<file path="src/rtl/serial_adder.sv">
// Bit-serial adder: one full-adder cell with a registered carry loop, LSB first.
// Optional signed-overflow output enabled by defining SERIAL_ADDER_OVF_EN.
module serial_adder #(
  parameter int unsigned WIDTH = 8
) (
  input  logic             clk,
  input  logic             rst,
  input  logic             start,
  input  logic [WIDTH-1:0] a,
  input  logic [WIDTH-1:0] b,
  input  logic             cin,
  output logic             busy,
  output logic             done,
  output logic [WIDTH-1:0] sum,
  output logic             cout
`ifdef SERIAL_ADDER_OVF_EN
  ,
  output logic             ovf
`endif
);

  localparam int unsigned CntW = (WIDTH > 1) ? $clog2(WIDTH) : 1;
  localparam logic [CntW-1:0] LastCnt = CntW'(WIDTH - 1);

  typedef enum logic [1:0] {StIdle, StRun, StDone} state_e;

  state_e           state_q, state_d;
  logic [WIDTH-1:0] a_sh_q, a_sh_d;
  logic [WIDTH-1:0] b_sh_q, b_sh_d;
  logic [WIDTH-1:0] sum_sh_q, sum_sh_d;
  logic [WIDTH-1:0] sum_q, sum_d;
  logic             c_q, c_d;
  logic             cout_q, cout_d;
  logic [CntW-1:0]  cnt_q, cnt_d;
  logic             fa_sum, fa_cout;
  logic [WIDTH-1:0] sum_next;
`ifdef SERIAL_ADDER_OVF_EN
  logic             ovf_q, ovf_d;
`endif

  always_comb begin
    state_d  = state_q;
    a_sh_d   = a_sh_q;
    b_sh_d   = b_sh_q;
    sum_sh_d = sum_sh_q;
    sum_d    = sum_q;
    c_d      = c_q;
    cout_d   = cout_q;
    cnt_d    = cnt_q;
`ifdef SERIAL_ADDER_OVF_EN
    ovf_d    = ovf_q;
`endif
    fa_sum   = a_sh_q[0] ^ b_sh_q[0] ^ c_q;
    fa_cout  = (a_sh_q[0] & b_sh_q[0]) | (a_sh_q[0] & c_q) | (b_sh_q[0] & c_q);
    // New bit enters at the MSB; after WIDTH shifts the LSB has reached bit 0.
    sum_next = WIDTH'({fa_sum, sum_sh_q} >> 1);

    unique case (state_q)
      StIdle, StDone: begin
        if (start) begin
          a_sh_d  = a;
          b_sh_d  = b;
          c_d     = cin;
          cnt_d   = '0;
          state_d = StRun;
        end else begin
          state_d = StIdle;
        end
      end
      StRun: begin
        a_sh_d   = a_sh_q >> 1;
        b_sh_d   = b_sh_q >> 1;
        sum_sh_d = sum_next;
        c_d      = fa_cout;
        cnt_d    = cnt_q + CntW'(1);
        if (cnt_q == LastCnt) begin
          sum_d   = sum_next;
          cout_d  = fa_cout;
`ifdef SERIAL_ADDER_OVF_EN
          // c_q is the carry into the MSB on the last bit.
          ovf_d   = c_q ^ fa_cout;
`endif
          state_d = StDone;
        end
      end
      default: state_d = StIdle;
    endcase
  end

  always_ff @(posedge clk) begin
    if (rst) begin
      state_q  <= StIdle;
      a_sh_q   <= '0;
      b_sh_q   <= '0;
      sum_sh_q <= '0;
      sum_q    <= '0;
      c_q      <= 1'b0;
      cout_q   <= 1'b0;
      cnt_q    <= '0;
`ifdef SERIAL_ADDER_OVF_EN
      ovf_q    <= 1'b0;
`endif
    end else begin
      state_q  <= state_d;
      a_sh_q   <= a_sh_d;
      b_sh_q   <= b_sh_d;
      sum_sh_q <= sum_sh_d;
      sum_q    <= sum_d;
      c_q      <= c_d;
      cout_q   <= cout_d;
      cnt_q    <= cnt_d;
`ifdef SERIAL_ADDER_OVF_EN
      ovf_q    <= ovf_d;
`endif
    end
  end

  assign busy = (state_q == StRun);
  assign done = (state_q == StDone);
  assign sum  = sum_q;
  assign cout = cout_q;
`ifdef SERIAL_ADDER_OVF_EN
  assign ovf  = ovf_q;
`endif

endmodule
</file>
<file path="config.mk">
export PLATFORM = sky130hd
export DESIGN_NAME = serial_adder
export DESIGN_NICKNAME = d
export VERILOG_FILES = /design/src/rtl/serial_adder.sv
export SDC_FILE = /design/constraint.sdc
export NUM_CORES = 1
export LEC_CHECK = 0
export ABC_CLOCK_PERIOD_IN_PS = 1300
export BUFFER_PORTS_ARGS = -buffer_cell sky130_fd_sc_hd__buf_2
export CORE_MARGIN = 2
export CORE_UTILIZATION = 38
export DETAILED_ROUTE_END_ITERATION = 10
export GPL_TIMING_DRIVEN = 1
export PLACE_DENSITY = 0.6
export SETUP_SLACK_MARGIN = 0.1
export SLEW_MARGIN = 5
export SYNTH_ARGS = -nofsm -noshare
export SYNTH_HDL_FRONTEND = slang
export SYNTH_SLANG_ARGS = --single-unit
</file>
<file path="constraint.sdc">
create_clock -name clk -period 1.3 [get_ports clk]
set_input_delay 0.325 -clock clk [delete_from_list [all_inputs] [get_ports clk]]
set_output_delay 0.325 -clock clk [all_outputs]
set_load 0.1 [all_outputs]
</file>
# Word-level counts from Yosys, hierarchy flattened

Index checks and enable logic that the tools add are counted.

Bits in writable memories: 0
Output and inout port bits: 11
Input port bits: 20
ROM bits: 0
Latch bits: 0
Memories: 0
Logic and storage cells: 37
Register bits: 39

Add/sub/neg operators: 1
Bitwise operators: 7
Shifts and indexed selects: 0
$lt $le $gt $ge: 0
$mul: 0
Mux-type cells: 11
Divide/modulo/power cells: 0
Reduce and logical (&&, ||, !) cells: 5
Equal/unequal tests: 5

Operators with widths:

| cell                  | number |
|---|---|
| $pmux W8 S2           | 2 |
| $mux W8               | 2 |
| $pmux W3 S2           | 1 |
| $pmux W2 S2           | 1 |
| $reduce_and A2 Y1     | 2 |
| $add A3 B1 Y3 const B | 1 |
| $and A1 B1 Y1         | 3 |
| $eq A3 B3 Y1 const B  | 1 |
| $mux W3               | 1 |
| $eq A2 B1 Y1 const B  | 1 |
| $eq A2 B2 Y1 const B  | 1 |
| $logic_not A2 Y1      | 1 |
| $mux W1               | 2 |
| $mux W2               | 1 |
| $ne A2 B1 Y1 const B  | 1 |
| $ne A2 B2 Y1 const B  | 1 |
| $or A1 B1 Y1          | 2 |
| $pmux W1 S2           | 1 |
| $reduce_bool A2 Y1    | 1 |
| $reduce_or A2 Y1      | 1 |
| $xor A1 B1 Y1         | 2 |

# Logic depth before layout (Yosys ltp)

Gate-level depths: netlist of run 1.

Depth after elaboration: 4
Mapped depth: 7
Depth with buffers taken out: 5

# Worst setup path before layout of run 1

No wires, ideal clock.

Path kind: register to output
From: register state_q[0]
To: output port done
Buffers on the path: 0
Arrival: 1.664 ns
Required time: 0.975 ns
Slack: -0.689 ns
Cell stages (with the launch flop): 2
Path through: dfxtp_1 > nor2b_1

Longest elaborated chain between the ends: 1

RTL lines:

| what                     | line | RTL |
|---|---|---|
| start: declaration       | 27   | `state_e state_q, state_d;` |
| start signal: assignment | 92   | `state_q <= StIdle;` |
| start signal: assignment | 104  | `state_q <= state_d;` |
| $eq A2 B2 Y1             | 119  | `assign done = (state_q == StDone);` |
| end: declaration         | 13   | `output logic done,` |

Every way passes these cells.

# Worst setup path after layout of run 1

From: register state_q[1]
To: output port busy

Longest elaborated chain between the ends: 1

RTL lines:

| what             | line | RTL |
|---|---|---|
| $eq A2 B1 Y1     | 118  | `assign busy = (state_q == StRun);` |
| end: declaration | 12   | `output logic busy,` |

Every way passes these cells.

==> summary.md, run 1 <==
| Metric | Value |
|---|---|
| Max Freq | 755 MHz |
| Crit path setup slack, layout | -25.3 ps |
| Area delta synth->final | 65.9% |
| Core footprint | 3940 µm² |
| All-Layer GR Usage | 15.3% |
| Clk_skew | 3.48 ps |
| Crit Path Max Fanout | 3 |
| Initial antenna violation count | 0 |
| Combinational group share of total power | 19.1% |
| Max Cap Viol | 0 |
| Layout cells sized above 1 | 59.2% |
| Congestion Overflow GR | 0 |
| Seq/Total Area, Yosys | 49.4% |
| Clock Sinks | 38 |
| Largest family of logic cells by synthesized area | simple AND/OR/NAND/NOR gates |
| Slew margin rel. | 84.8% |
| Site row count | 23 |
| Total CTS buffers | 5 |
| Mapped cell area | 1540 µm² |
| Period utilisation layout | 102% |
| Violated checks | negative setup slack |
| Pwr dens | 1030 nW/µm² |
| Outcome | complete, but fails checks |
| Die Area | 4580 µm² |
| Mux share of post-synthesis cell area | 0% |
| Endpoints failing hold | 0 |
| Synth Area in Simple Gates | 25.1% |
| Crit path kind | reg2out |
| First DRT Iteration DRCs | 61 |
| DIE WIDTH | 67.7 µm |
| WP data arrival | 1000 ps |
| Pint | 0.00189 W |
| Root buffer cell | clkbuf_8 |
| Multi-input combinational cell area | 1010 µm² |
| Met3 Use GR | 5.17% |
| Routed WL | 3960 µm |
| Busiest grt layer | met2 |
| Synth Register Bits | 38 |
| Critical path required time | 980 ps |
| Total Power | 0.00264 W |
| I/O Buffers | 30 |
| Minimum clock period | 1330 ps |
| Commonest non-fill, non-tap cell in the layout | nand2_1 |
| Sw Share | 28.3% |
| Met2 GRT Util | 25.0% |
| Number of distinct library cells after synthesis | 17 |
| Critical Path Sink Type | output pin |
| Synthesized instance count | 189 |
| Starting Density | 39.1% |
| RSZ-0062 raised after global routing | true |
| Vias in the first global route | 1206 |
| Seq. cell area | 788 µm² |
| Hold Crit Class | in2reg |
| Post-synthesis adder-cell area fraction | 2.92% |
| Synth warn | 0 |
| Synth Area in XOR/XNOR | 0% |
| Clock Pin Slew Worst Setup and Hold Paths | 70 ps |
| Cts hold-fix bufs | 0 |
| Syn_nets | 212 |
| Filler instances | 314 |
| H-tree Lvls | 2 |
| Avg WL per Cell | 14.0 µm |
| Via count | 1447 |
| Die Ht | 67.7 µm |
| Sequential share of power | 48.5% |
| Commonest non-fill, non-tap cells in the layout | nand2_1, dfxtp_1, buf_2, nand2_2, nor2_1 |
| First-pass GRT wire length | 5200 µm |
| Ant. Diodes | 0 |
| Least-Margin Pin Slew | 228 ps |
| Setup-failing EPs final | 2 |
| DRT antenna net count | 0 |
| Final Slew Violations | 0 |
| Pre-Repair DR Iteration Count | 4 |
| Post-placement setup slack | 57.9 ps |
| Worst skew pair latency | 290 ps |
| Mean Syn Cell Area | 8.15 µm² |
| Met1 usage | 18.8% |
| Clock power frac | 32.4% |
| CP startpoint kind | flip-flop |
| CTS tree | done |
| DRC | 0 |
| NetSw | 0.000745 W |
| Post-DR vias/cell | 5.11 |
| Leakage power | 0.978 nW |
| Largest net degree at the start of global routing | 39 |
| HPWL Detailed | 2120 µm |
| GP Congestion | 0.716 |
| Num ports | 31 |
| # nets final | 255 |
| Longest Clk Path Bufs | 2 |
| Worst vdd ir | 0.777 mV |
| Synth Area in Compound Gates | 15.8% |
==> path summary, 6_finish.rpt <==
path                     from           to  slack (ps)  cells past startpoint
hold / removal           a[7]    a_sh_q[7]         270                      3
setup / recovery   state_q[1]         busy         -30                      3
setup reg to reg   state_q[0]    b_sh_q[3]          50                      5
hold reg to reg   sum_sh_q[1]  sum_sh_q[1]         460                      2
==> power by group through the flow <==
stage | logic [W] | clock network (W) | registers (W)
final | 0.000503 | 0.000854 | 0.00128
after global routing | 0.000542 | 0.000918 | 0.00129
after CTS | 0.000336 | 0.000849 | 0.00126
after detailed placement | 0.000311 | 0 | 0.00129
after global placement | 0.000308 | 0 | 0.00129
after floorplan | 0.000231 | 0 | 0.00128
==> layer usage <==
metal | vias up | wire length, µm
li1 | 724 | -
met1 | 690 | 1750
met2 | 29 | 2030
met3 | 4 | 150
met4 | 0 | 27
met5 | - | 0
==> cells in the mapped netlist <==
cell type	instances	share of area (%)
a21oi_1	21	6.8
nand3b_1	1	0.49
dfxtp_1	38	49
nor2_1	17	4.1
nand2_1	57	14
nor2b_1	2	0.81
nand2b_1	3	1.2
o21a_1	1	0.49
fa_1	1	1.3
clkbuf_1	5	1.2
buf_2	5	1.6
buf_4	3	1.5
nand3_1	14	4.5
inv_2	1	0.24
ha_1	2	1.6
a311oi_1	15	8.5
buf_6	3	2.2
==> state kept, by name, summed over array words and instances (netlist names) <==
name / flops
b_sh_q: 8
cout: 1
sum_sh_q: 7
state_q: 2
sum: 8
cnt_q: 3
a_sh_q: 8
c_q: 1
==> cell families after synthesis <==
| family | after synthesis |
|---|---|
| flip-flops | 38 |
| adder cells (fa/ha/maj) | 3 |
| buffers and inverters | 17 |
| AO/OA/AOI/OAI | 37 |
| AND/OR/NAND/NOR | 94 |
==> final cells by class <==
class / count / area share [%]
multi-input combinational: 134 / 39.4
inverter: 1 / 0.245
clock inverter: 1 / 0.196
timing repair buffer: 52 / 23.5
clock buffer: 7 / 3.38
tap: 50 / 2.45
sequential: 38 / 30.9
==> critical path: stages, from the launching register on <==
cell and delay [ps]:
dfxtp_2 330, nand2b_4 150, inv_4 70, buf_12 160
==> repair_timing <==
| item | 4_1_cts | 5_1_grt |
|---|---|---|
| setup endpoints to repair | 11 | 28 |
| pin swaps | 5 | 56 |
| buffers inserted | 3 | 2 |
| cloned | 0 | 5 |
| resized for setup | 14 | 79 |
==> stage by stage <==
| stage | setup TNS [ps] | area [µm²] | util (%) | instances | hold WS (ps) |
|---|---|---|---|---|---|
| final | -45.1 | 2550 | 64.8 | 283 | 271 |
| after global routing | -107 | 2550 | 64.8 | 283 | 264 |
| after CTS | -42.6 | 2150 | 54.5 | 276 | 263 |
| after detailed placement | 0 | 1980 | 50.1 | 265 | 449 |
| after global placement | 0 | 1980 | 50.1 | 265 | 450 |
| after floorplan | 0 | 1590 | - | 189 | 436 |
Power figures use the tool's default switching activity.
==> inputs of run 2 (changes only) <==
BUFFER_PORTS_ARGS = -buffer_cell sky130_fd_sc_hd__buf_4   (was -buffer_cell sky130_fd_sc_hd__buf_2)
==> summary.md, run 2 (synthesis gave the netlist of run 1 again) <==
| Metric | Value |
|---|---|
| Outcome | complete, but fails checks |
| Violated checks | negative setup slack |
| Critical path required time | 980 ps (about the same) |
| HPWL Detailed | 2150 µm (+1.7%) |
| Crit Path Max Fanout | 3 (unchanged) |
| Setup-failing EPs final | 2 (unchanged) |
| Final Slew Violations | 0 (unchanged) |
| Slew margin rel. | 64.0% (-21 points) |
| Worst skew pair latency | 290 ps (about the same) |
| Reg-to-reg slack, setup | 50 ps (about the same) |
| GP Congestion | 0.739 (+3.2%) |
| Largest net degree at the start of global routing | 44 (+13%) |
| Total CTS buffers | 5 (unchanged) |
| Worst vdd ir | 0.679 mV (-13%) |
| RSZ-0062 raised after global routing | true |
| Via count | 1465 (+1.2%) |
| Congestion Overflow GR | 0 (unchanged) |
| Die Ht | 67.7 µm (unchanged) |
| Setup TNS | -16.0 ps (+29.1 ps) |
| First DRT Iteration DRCs | 44 (-28%) |
| Filler instances | 294 (-6.4%) |
| Endpoints failing hold | 0 (unchanged) |
| Least-Margin Pin Slew | 540 ps (+311 ps) |
| Pwr dens | 1020 nW/µm² (-1.3%) |
| R2R cell count | 5 (unchanged) |
| Leakage power | 1.00 nW (+2.4%) |
| Ant. Diodes | 0 (unchanged) |
| DRC | 0 (unchanged) |
| Hold Crit Class | in2reg |
| Site row count | 23 (unchanged) |
| Die Area | 4580 µm² (unchanged) |
| Routed WL | 4410 µm (+11%) |
| All-Layer GR Usage | 16.2% (+0.88 points) |
| Initial antenna violation count | 0 (unchanged) |
| Hold_ws | 282 ps (+10.8 ps) |
| # nets final | 253 (-0.78%) |
| Total Power | 0.00264 W (+0.28%) |
| Crit path setup slack, layout | -13.4 ps (+11.9 ps) |
| Max Cap Viol | 0 (unchanged) |
| Vias in the first global route | 1254 (+4.0%) |
| Core footprint | 3940 µm² (unchanged) |
| Commonest non-fill, non-tap cell in the layout | nand2_1 |
| DIE WIDTH | 67.7 µm (unchanged) |
| Pre-Repair DR Iteration Count | 4 (unchanged) |
| First-pass GRT wire length | 5530 µm (+6.5%) |
| Root buffer cell | clkbuf_8 |
| Critical path capture point | busy |
| Cells along the critical path | nand2b_4, inv_4, buf_12 |
| Slowest stage delay, CP | 330 ps (about the same) |
| Clock Pin Slew Worst Setup and Hold Paths | 70 ps (about the same) |
| Layout cells sized above 1 | 58.0% (-1.2 points) |
| DRT antenna net count | 0 (unchanged) |
| Clk_skew | 2.86 ps (-0.614 ps) |
| Commonest non-fill, non-tap cells in the layout | nand2_1, dfxtp_1, buf_4, nand2_4, nor2_1 |
| Clock Sinks | 38 (unchanged) |
| DP Cell Count | 259 (-2.3%) |
| Longest Clk Path Bufs | 2 (unchanged) |
| Crit path from | state_q[1] |
| Minimum clock period | 1310 ps (-11.9 ps) |
| WP data arrival | 990 ps (about the same) |
| H-tree Lvls | 2 (unchanged) |
| Post-DR vias/cell | 5.21 (+2.0%) |
| Area delta synth->final | 68.6% |
| Crit-path slowest cell | dfxtp_2 |
| Worst reg2reg path startpoint | state_q[0] |
| CTS tree | done |
| Crit path kind | reg2out |
| Starting Density | 39.1% (unchanged) |
| I/O Buffers | 30 (unchanged) |
| Period utilisation layout | 101% (-0.92 points) |
| CP startpoint kind | flip-flop |
| Final cell count without fillers | 281 (-0.71%) |
| Avg WL per Cell | 15.7 µm (+12%) |
| Num ports | 31 (unchanged) |
| Worst reg2reg path endpoint | b_sh_q[5] |
| Critical Path Sink Type | output pin |
| Max Freq | 761 MHz (+0.91%) |
==> run 2: cell types whose count changed in the layout (fill, tap and decap cells not counted), sizes merged <==
cell,change
buf,-3
clkbuf,+1
==> run 2: timing repair <==
item	in CTS	in global routing
setup buffers	4	3
setup endpoints to repair	22	33
resized for setup	34	92
hold buffers	0	0
pin swaps	10	51
gates cloned	1	6
hold endpoints to repair	0	0
==> run 2: how the worst min path moves through the flow <==
| stage | cells past startpoint | slack, ps | to | startpoint |
|---|---|---|---|---|
| finish | 3 | 280 | b_sh_q[7] | b[7] |
| global route | 3 | 300 | b_sh_q[7] | b[7] |
| CTS | 3 | 280 | b_sh_q[7] | b[7] |
| detailed placement | 2 | 450 | sum[7] | sum[7] |
| global placement | 2 | 440 | sum[4] | sum[4] |
| floorplan | 2 | 440 | sum[0] | sum_sh_q[1] |
==> run 2: layout make-up <==
class                   count  area, µm²  share of cell area (%)
multi-input cells         134       1030                    39.6
flip-flops and latches     38        786                    30.3
repair buffers             50        622                    24.0
clock buffers               7       86.3                    3.33
well taps                  50       62.6                    2.41
inverters                   1       6.26                   0.241
clock inverters             1       5.00                   0.193
==> run 2: stage by stage <==
stage	utilization, %	area (µm²)	setup WS, ps
global placement	46.4	1830	22.6
detailed placement	46.4	1830	-46.8
global route	65.9	2600	-50.0
finish	65.9	2600	-13.4
floorplan	-	1590	75.3
CTS	53.0	2090	-38.2
==> run 2: power breakdown <==
group          switching (W)  internal (W)  total (W)  leakage, nW
Sequential         0.0000607       0.00122    0.00128        0.318
Clock               0.000409      0.000428   0.000837       0.0482
Combinational       0.000270      0.000256   0.000526        0.635
==> run 2: routing by layer <==
layer	share of wire (%)	GRT usage (%)
met1	43	19.5
met2	52	26.2
met3	3.6	5.50
met4	1.9	6.89
met5	0	0
==> run 2: critical path: cells and delay by family, from the launching register on <==
| family | cells | cell delay (ps) |
|---|---|---|
| and+or+nand+nor | 1 | 150 |
| buffers and inverters | 2 | 220 |
| DFF | 1 | 330 |
==> inputs of run 3 (changes only) <==
ABC_CLOCK_PERIOD_IN_PS = 1700   (was 1300)
clock period = 1.7 ns   (was 1.3 ns; I/O delays follow)
==> summary.md, run 3 (synthesis gave the netlist of run 1 again) <==
| Metric | Value |
|---|---|
| GP Congestion | 0.676 (-8.5%) |
| Root buffer cell | clkbuf_8 |
| Commonest non-fill, non-tap cells in the layout | nand2_1, dfxtp_1, buf_4, a21oi_1, nor2_1 |
| Num ports | 31 (unchanged) |
| Via count | 1337 (-8.7%) |
| Routed WL | 3150 µm (-29%) |
| Layout cells sized above 1 | 20.8% (-37 points) |
| R2R cell count | 5 (unchanged) |
| Crit path from | state_q[1] |
| Worst hold start | a[7] |
| Vias in the first global route | 1172 (-6.5%) |
| WP data arrival | 1080 ps (+90 ps) |
| Die Area | 4580 µm² (unchanged) |
| Crit path setup slack, layout | 198 ps (+212 ps) |
| Setup-failing EPs final | 0 (-2) |
| Minimum clock period | 1500 ps |
| Post-route cell area | 1860 µm² (-28%) |
| Sequential share of power | 53.0% (+4.5 points) |
| Crit path kind | reg2out |
| Outcome | complete, no violations |
| All-Layer GR Usage | 15.6% (-0.62 points) |
| Slew margin rel. | 71.8% (+7.8 points) |
| Met2 wire len | 1410 µm (-38%) |
| First-pass GRT wire length | 5240 µm (-5.3%) |
| Clock Pin Slew Worst Setup and Hold Paths | 70 ps (about the same) |
| Die Ht | 67.7 µm (unchanged) |
| Period utilisation layout | 88.3% |
| DRC | 0 (unchanged) |
| Max Used Layer | met4 |
| Final cell count without fillers | 266 (-5.3%) |
| H-tree Lvls | 2 (unchanged) |
| Met3 routed WL | 154 µm (-1.9%) |
| Sw Share | 25.7% (-2.3 points) |
| Worst reg2reg path endpoint | sum[2] |
| DRT antenna net count | 0 (unchanged) |
| Clock power frac | 35.1% (+3.5 points) |
| Area after DPL | 1770 µm² (-3.3%) |
| Max Cap Viol | 0 (unchanged) |
| HPWL Detailed | 1940 µm (-9.7%) |
| Reg-to-reg slack, setup | 350 ps (+300 ps) |
| NetSw | 0.000467 W (-37%) |
| Largest net degree at the start of global routing | 44 (unchanged) |
| Critical path required time | 1270 ps (+290 ps) |
| First DRT Iteration DRCs | 94 (+110%) |
| Clk_skew | 8.35 ps (+5.49 ps) |
| Hold Crit Class | in2reg |
| Congestion Overflow GR | 0 (unchanged) |
| Combinational group share of total power | 11.9% (-8.0 points) |
| Pwr dens | 975 nW/µm² (-4.3%) |
| Worst vdd ir | 0.530 mV (-22%) |
| Longest Clk Path Bufs | 2 (unchanged) |
| Worst skew pair latency | 290 ps (about the same) |
| Pre-Repair DR Iteration Count | 4 (unchanged) |
| Endpoints failing hold | 0 (unchanged) |
| Least-Margin Pin Slew | 421 ps (-118 ps) |
| Hold path depth | 3 (unchanged) |
| Critical Path Sink Type | output pin |
| Area delta synth->final | 21.0% |
| Setup Buffers After CTS | 0 (-4) |
| I/O Buffers | 30 (unchanged) |
| Post-placement setup slack | 307 ps (+354 ps) |
| Site row count | 23 (unchanged) |
| DIE WIDTH | 67.7 µm (unchanged) |
| Final Slew Violations | 0 (unchanged) |
| Starting Density | 39.1% (unchanged) |
| CP startpoint kind | flip-flop |
| Total CTS buffers | 5 (unchanged) |
| DP Cell Count | 258 (-0.39%) |
| Setup TNS | 0 ps (+16.0 ps) |
| Initial antenna violation count | 0 (unchanged) |
| Worst reg2reg path startpoint | cnt_q[0] |
| Core footprint | 3940 µm² (unchanged) |
| Cts hold-fix bufs | 0 (unchanged) |
| Ant. Diodes | 0 (unchanged) |
| Pint | 0.00135 W (-29%) |
| # nets final | 238 (-5.9%) |
| Met1 WL | 1520 µm (-20%) |
| CTS tree | done |
| Hold Path Sink | a_sh_q[7] |
| Avg WL per Cell | 11.8 µm (-25%) |
| Post-DR vias/cell | 5.03 (-3.6%) |
| Commonest non-fill, non-tap cell in the layout | nand2_1 |
| Clock Sinks | 38 (unchanged) |
| RSZ-0062 raised after global routing | false |
| Crit Path Max Fanout | 3 (unchanged) |
| Resized Gates After CTS | 1 (-97%) |
| Leakage power | 0.739 nW (-26%) |
| Max Freq | 666 MHz |
[run 3: metrics by stage]
stage                     hold slack, ps  utilization [%]  total power, W
after global placement               443             44.8         0.00120
final                                389             47.3         0.00182
after CTS                            382             47.3         0.00184
after detailed placement             452             44.8         0.00120
after floorplan                      437                -         0.00114
after global routing                 400             47.3         0.00190
[run 3: per-layer routing]
layer | global-route usage [%] | vias to the layer above
li1 | - | 687
met1 | 19.1 | 614
met2 | 24.3 | 29
met3 | 4.33 | 7
met4 | 9.18 | 0
met5 | 0 | -
[run 3: power by group through the flow]
stage	Sequential (W)	Clock, W	Combinational, W
after global routing	0.000969	0.000683	0.000247
after detailed placement	0.000983	0	0.000218
after global placement	0.000983	0	0.000216
after floorplan	0.000977	0	0.000168
after CTS	0.000963	0.000657	0.000220
final	0.000964	0.000639	0.000216
[run 3: layout make-up]
cell class / instances / area, µm²
Clock inverter: 1 / 5.00
Fill cell: 409 / 2080
Tap cell: 50 / 62.6
Multi-Input combinational cell: 134 / 678
Clock buffer: 7 / 86.3
Inverter: 1 / 3.75
Timing Repair Buffer: 35 / 267
Sequential cell: 38 / 762
[run 3: how the worst max path moves through the flow]
stage / cells past startpoint / endpoint / slack, ps
floorplan: 1 / done / 140
global placement: 5 / cout / 390
detailed placement: 5 / sum[3] / 310
CTS: 3 / busy / 150
global route: 3 / busy / 150
finish: 2 / done / 200
[run 3: critical path, cell delays in order, from the launching register on]
cell,delay [ps]
dfxtp_1,340
nor2b_2,150
buf_4,290
